<file path="src/rtl/fuzz_sig_pipe.sv">
// fuzz_sig_pipe: STAGES-deep ALU pipeline with valid/ready handshake and a running output signature.
module fuzz_sig_pipe #(
  parameter int DW     = 16,
  parameter int STAGES = 3,
  parameter int SIGW   = 32
) (
  input  logic            clk,
  input  logic            rst,
  input  logic            in_valid,
  output logic            in_ready,
  input  logic [DW-1:0]   in_a,
  input  logic [DW-1:0]   in_b,
  input  logic [1:0]      mode,
  output logic            out_valid,
  input  logic            out_ready,
  output logic [DW-1:0]   out_data,
  input  logic            sig_clear,
  output logic [SIGW-1:0] sig,
  output logic [15:0]     count,
  output logic [1:0]      state
);
  localparam int SW = $clog2(DW);
  typedef enum logic [1:0] {IDLE = 2'd0, BUSY = 2'd1, HOLD = 2'd2} state_t;
  logic [STAGES-1:0] r_v;
  logic [DW-1:0]     r_d [STAGES];
  state_t            r_state;
  logic [SIGW-1:0]   r_sig;
  logic [15:0]       r_count;
  logic [2*DW-1:0]   w_dbl;
  logic [DW-1:0]     w_res;
  logic [STAGES-1:0] w_nv;
  logic [SIGW-1:0]   w_ext;
  logic              w_hs;
  // rotate via a doubled copy so a zero shift amount needs no special case
  assign w_dbl     = {in_a, in_a} << in_b[SW-1:0];
  assign w_res     = mode == 2'd0 ? in_a ^ in_b :
                     mode == 2'd1 ? in_a + in_b :
                     mode == 2'd2 ? in_a - in_b : w_dbl[2*DW-1:DW];
  assign out_valid = r_v[STAGES-1];
  assign out_data  = r_d[STAGES-1];
  assign in_ready  = !out_valid || out_ready;
  assign w_hs      = out_valid && out_ready;
  assign w_nv      = in_ready ? (r_v << 1) | STAGES'(in_valid) : r_v;
  assign w_ext     = SIGW'(out_data);
  assign sig       = r_sig;
  assign count     = r_count;
  assign state     = r_state;
  always_ff @(posedge clk) begin
    if (rst) begin
      r_v     <= '0;
      for (int i = 0; i < STAGES; i++) r_d[i] <= '0;
      r_state <= IDLE;
      r_sig   <= '0;
      r_count <= '0;
    end else begin
      r_v <= w_nv;
      if (in_ready) begin
        r_d[0] <= in_valid ? w_res : '0;
        for (int i = 1; i < STAGES; i++) r_d[i] <= r_d[i-1];
      end
      r_state <= ~|w_nv ? IDLE : (out_valid && !out_ready) ? HOLD : BUSY;
      if (sig_clear) begin
        r_sig   <= w_hs ? w_ext : '0;
        r_count <= w_hs ? 16'd1 : 16'd0;
      end else if (w_hs) begin
        r_sig   <= {r_sig[SIGW-2:0], r_sig[SIGW-1]} ^ w_ext;
        r_count <= r_count + 16'(r_count != 16'hFFFF);
      end
    end
  end
endmodule

</file>
<file path="config.mk">
export PLATFORM = sky130hd
export DESIGN_NAME = fuzz_sig_pipe
export DESIGN_NICKNAME = d
export VERILOG_FILES = /design/src/rtl/fuzz_sig_pipe.sv
export SDC_FILE = /design/constraint.sdc
export NUM_CORES = 1
export LEC_CHECK = 0
export BUFFER_PORTS_ARGS = -buffer_cell sky130_fd_sc_hd__buf_4
export CORE_MARGIN = 5
export CORE_UTILIZATION = 50
export DETAILED_ROUTE_END_ITERATION = 8
export GPL_TIMING_DRIVEN = 0
export PLACE_DENSITY = 0.72
export SYNTH_ARGS = -nofsm -noshare
export SYNTH_HDL_FRONTEND = slang
export SYNTH_SLANG_ARGS = --single-unit
</file>
<file path="constraint.sdc">
create_clock -name clk -period 7.1 [get_ports clk]
set_input_delay 0.355 -clock clk [delete_from_list [all_inputs] [get_ports clk]]
set_output_delay 0.355 -clock clk [all_outputs]
set_load 0.005 [all_outputs]
</file>
After elaboration in Yosys (flattened, before gate mapping)
Memories as Yosys holds them, arrays and structs flattened.
Cells that the tools add are included.
{"block": "totals", "reg_bits": 53, "mem_bits_rw": 48, "in_bits": 39, "output_inout_bits": 68, "wordCells": 48, "n_memories": 1}
{"memory": "r_d", "depth": 3, "width": 16, "read_ports": 3, "rd_ports_with_merged_regs": 0, "wr": 3, "line_no": "25", "rtl": "logic [DW-1:0] r_d [STAGES];"}
{"block": "op_classes", "n_addsub": 3, "n_eq_ne": 3, "shift": 1, "n_mux": 20, "n_bitwise": 7, "reduce_logical": 9}
{"op": "16-bit two-way mux", "count": 10}
{"op": "32-bit two-way mux", "count": 2}
{"op": "32-bit by 4-bit left shift with 32-bit output", "count": 1}
{"op": "32-bit by 16-bit XOR with 32-bit output", "count": 1}
{"op": "16-bit by 1-bit adder with 16-bit output", "count": 1}
{"op": "16-bit adder", "count": 1}
{"op": "16-bit inequality test, second input constant", "count": 1}
{"op": "16-bit subtractor", "count": 1}
{"op": "16-bit XOR", "count": 1}
{"op": "1-bit two-way mux", "count": 6}
{"op": "3-bit two-way mux", "count": 1}
{"op": "1-bit bitwise OR", "count": 3}
{"op": "3-bit by 1-bit bitwise OR with 3-bit output", "count": 1}
{"op": "3-bit OR reduction", "count": 1}
{"op": "2-bit by 1-bit == test with 1-bit output, second input constant", "count": 1}
{"op": "2-bit == test, second input constant", "count": 1}
{"op": "1-bit logical AND", "count": 2}
{"op": "1-bit zero test", "count": 2}
{"op": "2-bit zero test", "count": 1}
{"op": "2-bit two-way mux", "count": 1}
{"op": "2-bit nonzero test", "count": 1}
{"op": "2-bit OR reduction", "count": 1}
{"op": "1-bit logical OR", "count": 1}
{"op": "1-bit inverter", "count": 1}

Logic depth before layout (Yosys ltp)
{"block": "logic_depth", "ltp_word": 6, "ltp_mapped": 11}

Worst setup path after synthesis
Ideal clock, no wire load.
{"block": "synth_timing", "kind": "in2reg", "from": "input port in_b[1]", "to": "memory r_d[0][13] (data pin)", "setup_ns": 0.262, "arrival_time_ns": 2.393, "slack_ns": 4.445, "stages": 11, "n_path_buf": 2, "cell_sequence": "buf_2 > buf_2 > inv_1 > ha_1 > nor2b_1 > o21a_1 > or3_1 > a31o_1 > a32oi_1 > mux2i_1 > o21ai_0"}
{"item": "start, declared", "line_no": "12", "rtl": "input logic [DW-1:0] in_b,"}
{"item": "end, declared", "line_no": "25"}

==> results.md <==
- Cell variety after synth: 71
- Hold WS: between 0.2 and 0.3 ns
- Setup Skew: a little over 0.007 ns
- First-pass GRT wire length: approximately 28 mm
- Launching point of the worst reg2reg path: count[6]$_SDFFE_PP0P_
- Post-Syn Area: between 0.006 and 0.007 mm²
- Stages on worst setup path: 11
- Postcts setup bufs: 0
- Syn Nets: 859
- Worst path max stage delay: 0.41 ns
- Setup Viol. Count Final: 0
- Most common cell on crit path: a21oi_1
- TritonCTS clock tree: yes
- Crit end category: register
- Largest net degree at the start of global routing: around 50
- Design area: 0.00818 mm²
- Core area: roughly 0.014 mm²
- FF-to-FF setup slack: roughly 4.7 ns
- Final Hold Violating Endpoints: 0
- Row Count: 43
- Crit path launch type: primary input
- Die Span Y: around 130 µm
- Status: completed
- Final antenna-violating net count: 0
- Skew-Pair Late Insertion Delay: 0.34 ns
- H-tree Lvls: 3
- Final cell count without fillers: roughly 1,100
- Hold buffer count at cts: 0
- Crit Path Category: in -> reg
- Router iterations before antenna repair: 6
- Via count: about 6,000
- Slew at the pin closest to its max-slew limit: about 0.93 ns
- CP max FO: 10
- Die W: 127 µm
- RSZ-0062 raised after global routing: no
- Max Fclk: between 300 and 400 MHz
- 1st-iter DRT viols: 560
- Prevailing post-synth register cell: dfxtp_1
- Period minus WS final: a little under 3 ns
- Slew HR: 37.6%
- Share of post-route cells with drive strength above 1: 19.1%
- Cts repair resizes: 0
- CP max stage cell: a2111oi_2
- Final clock period utilization by the worst path: around two fifths
- Placed inst area: ~0.0079 mm²
- Overall routing resource usage: between 20 and 25%
- Peak VDD IR: ~0.00012 V
- Required time of the worst setup path: 7.22 ns
- Power density cells: between 150 and 200 mW/mm²
- Vias/cell: ~5.7
- Crit path buf inv count: 3
- Reg-to-Reg End: count[8]$_SDFFE_PP0P_
- Gr ovfl total: 0
- CP endpoint: r_d[0][14]$_SDFFCE_PN0P_
- Vias in the first global route: between 5,000 and 6,000
- Routed WL per cell: about 16 µm
- GPL Wtd Cong: between 0.9 and 1
- Max Root-Sink Buffers: 2
- Root Buffer: clkbuf_16
- I/O Buffers: ~100
- Placed insts: about 1,100
- CTS clk-pin slew, worst paths: about 0.07 ns
- Synth async-reset ratio: 0%
- Max-Cap Viols: 0
- Yosys reg bits: 101
- Delay-heaviest family, CP: compound AO/OA/AOI/OAI gates
- Worst path arrival time: 3.04 ns
- Antenna violations before repair: 0
- Detail Placement HPWL: roughly 13 mm
- Setup tns final: 0 ns
- Commonest non-fill, non-tap cell in the layout: buf_4
- Fin util: roughly 60%
- FF-to-FF path depth: 11
- Nets: just under 1,000
- Setup crit start: in_b[2]
- Most frequent cells in the layout: 122 x buf_4, 103 x nand2_1, 76 x nor2_1, 76 x a21oi_1, 53 x dfxtp_1
- Syn avg cell area: 8.78 µm²
- Static leakage: 3.37 nW
- Yosys warns: 0
- CTS Buf Count: 9
- Num ports: 107
- HP Class: in -> reg
- EDFF count, synth: 48
- Drt total wl: about 17 mm
- P&R area growth vs syn: 18.5%
- Residual DRC: 0
- Mapped Cells: 786
- Initial core utilization: approximately half
- Worst-path cell chain: buf_4 -> inv_1 -> buf_2 -> ha_1 -> nor2b_1 -> o211ai_1 -> nand3_1 -> a21oi_1 -> a21oi_1 -> mux2i_1 -> a2111oi_2
- Max-slew violations: 0
- Die ar.: ~0.016 mm²
- Seq/Total Area, Yosys: a little over a third
- Sink Count: 101
- Ant. Diodes: 0
[layout make-up]
| cell class | count | area (µm²) |
|---|---|---|
| clock buffer | 14 | 264 |
| multi-input combinational | 586 | 3930 |
| fill | 1234 | 5540 |
| clock inverter | 2 | 8.76 |
| buffer | 65 | 347 |
| inverter | 34 | 128 |
| timing repair buffer | 104 | 781 |
| sequential | 101 | 2500 |
| tap | 180 | 225 |
[state kept, by name, indices dropped and copies added, names as in the netlist]
| signal | count |
|---|---|
| r_v | 3 |
| count | 16 |
| state | 2 |
| sig | 32 |
| r_d | 48 |
[cells by family (layout without fill, tap and decap cells)]
logic type                 after synthesis  after routing  share of synthesized area (%)
xor gates and xnor gates                21             21                           2.66
DFF                                    101            101                           36.3
buffers and inverters                   99            219                           6.87
adders and majority gates               34             34                           6.38
and+or+nand+nor                        317            317                           22.4
AOI/OAI and AO/OA                      184            184                           17.1
muxes                                   30             30                           8.36
[cell usage after synthesis, types with 7 or more instances]
master | number | area, µm²
a211oi_1 | 12 | 90.1
a21oi_1 | 76 | 380
a31oi_1 | 21 | 131
and2_1 | 39 | 244
buf_4 | 18 | 135
clkbuf_1 | 36 | 135
dfxtp_1 | 53 | 1060
edfxtp_1 | 48 | 1440
ha_1 | 32 | 400
inv_1 | 32 | 120
mux2i_1 | 10 | 100
mux4_1 | 7 | 184
mux4_2 | 13 | 293
nand2_1 | 103 | 387
nand2b_1 | 20 | 125
nand3_1 | 15 | 75.1
nand3b_1 | 17 | 128
nor2_1 | 76 | 285
nor2b_1 | 7 | 43.8
nor3_1 | 11 | 55.1
o21ai_0 | 24 | 120
xnor2_1 | 10 | 87.6
xor2_1 | 11 | 96.3
[power breakdown]
part,leakage [nW],internal [mW],switching (mW)
sequential,1.00,0.630,0.00727
clock,0.138,0.255,0.192
combinational,2.22,0.126,0.172
[worst min path at each step]
stage,start,endpoint,slack (ns),cells after the start
2_1_floorplan,r_v[0]$_SDFF_PP0_,r_v[0]$_SDFF_PP0_,0.44,2
3_3_place_gp,sig[27]$_SDFFE_PP0P_,sig[28]$_SDFFE_PP0P_,0.46,2
3_5_place_dp,r_v[0]$_SDFF_PP0_,r_v[0]$_SDFF_PP0_,0.46,2
4_1_cts,rst,state[1]$_SDFF_PP0_,0.25,2
5_1_grt,in_valid,state[0]$_SDFF_PP0_,0.27,2
6_report,rst,state[1]$_SDFF_PP0_,0.27,2
[stage by stage]
stage / setup slack, ns / total power, mW
final: 4.18 / 1.38
after global routing: 4.02 / 1.45
after CTS: 4.29 / 1.39
after detailed placement: 3.94 / 0.942
after global placement: 3.95 / 0.940
after floorplan: 4.44 / 0.850
[layer usage]
| metal | up-vias | share of wire, % | GRT usage (%) |
|---|---|---|---|
| met5 | - | 0 | 0 |
| li1 | 3024 | - | - |
| met4 | 0 | 3.2 | 9.97 |
| met3 | 32 | 6.9 | 2.59 |
| met2 | 245 | 46 | 33.6 |
| met1 | 2860 | 44 | 29.6 |
(Power assumes the default switching activity.)
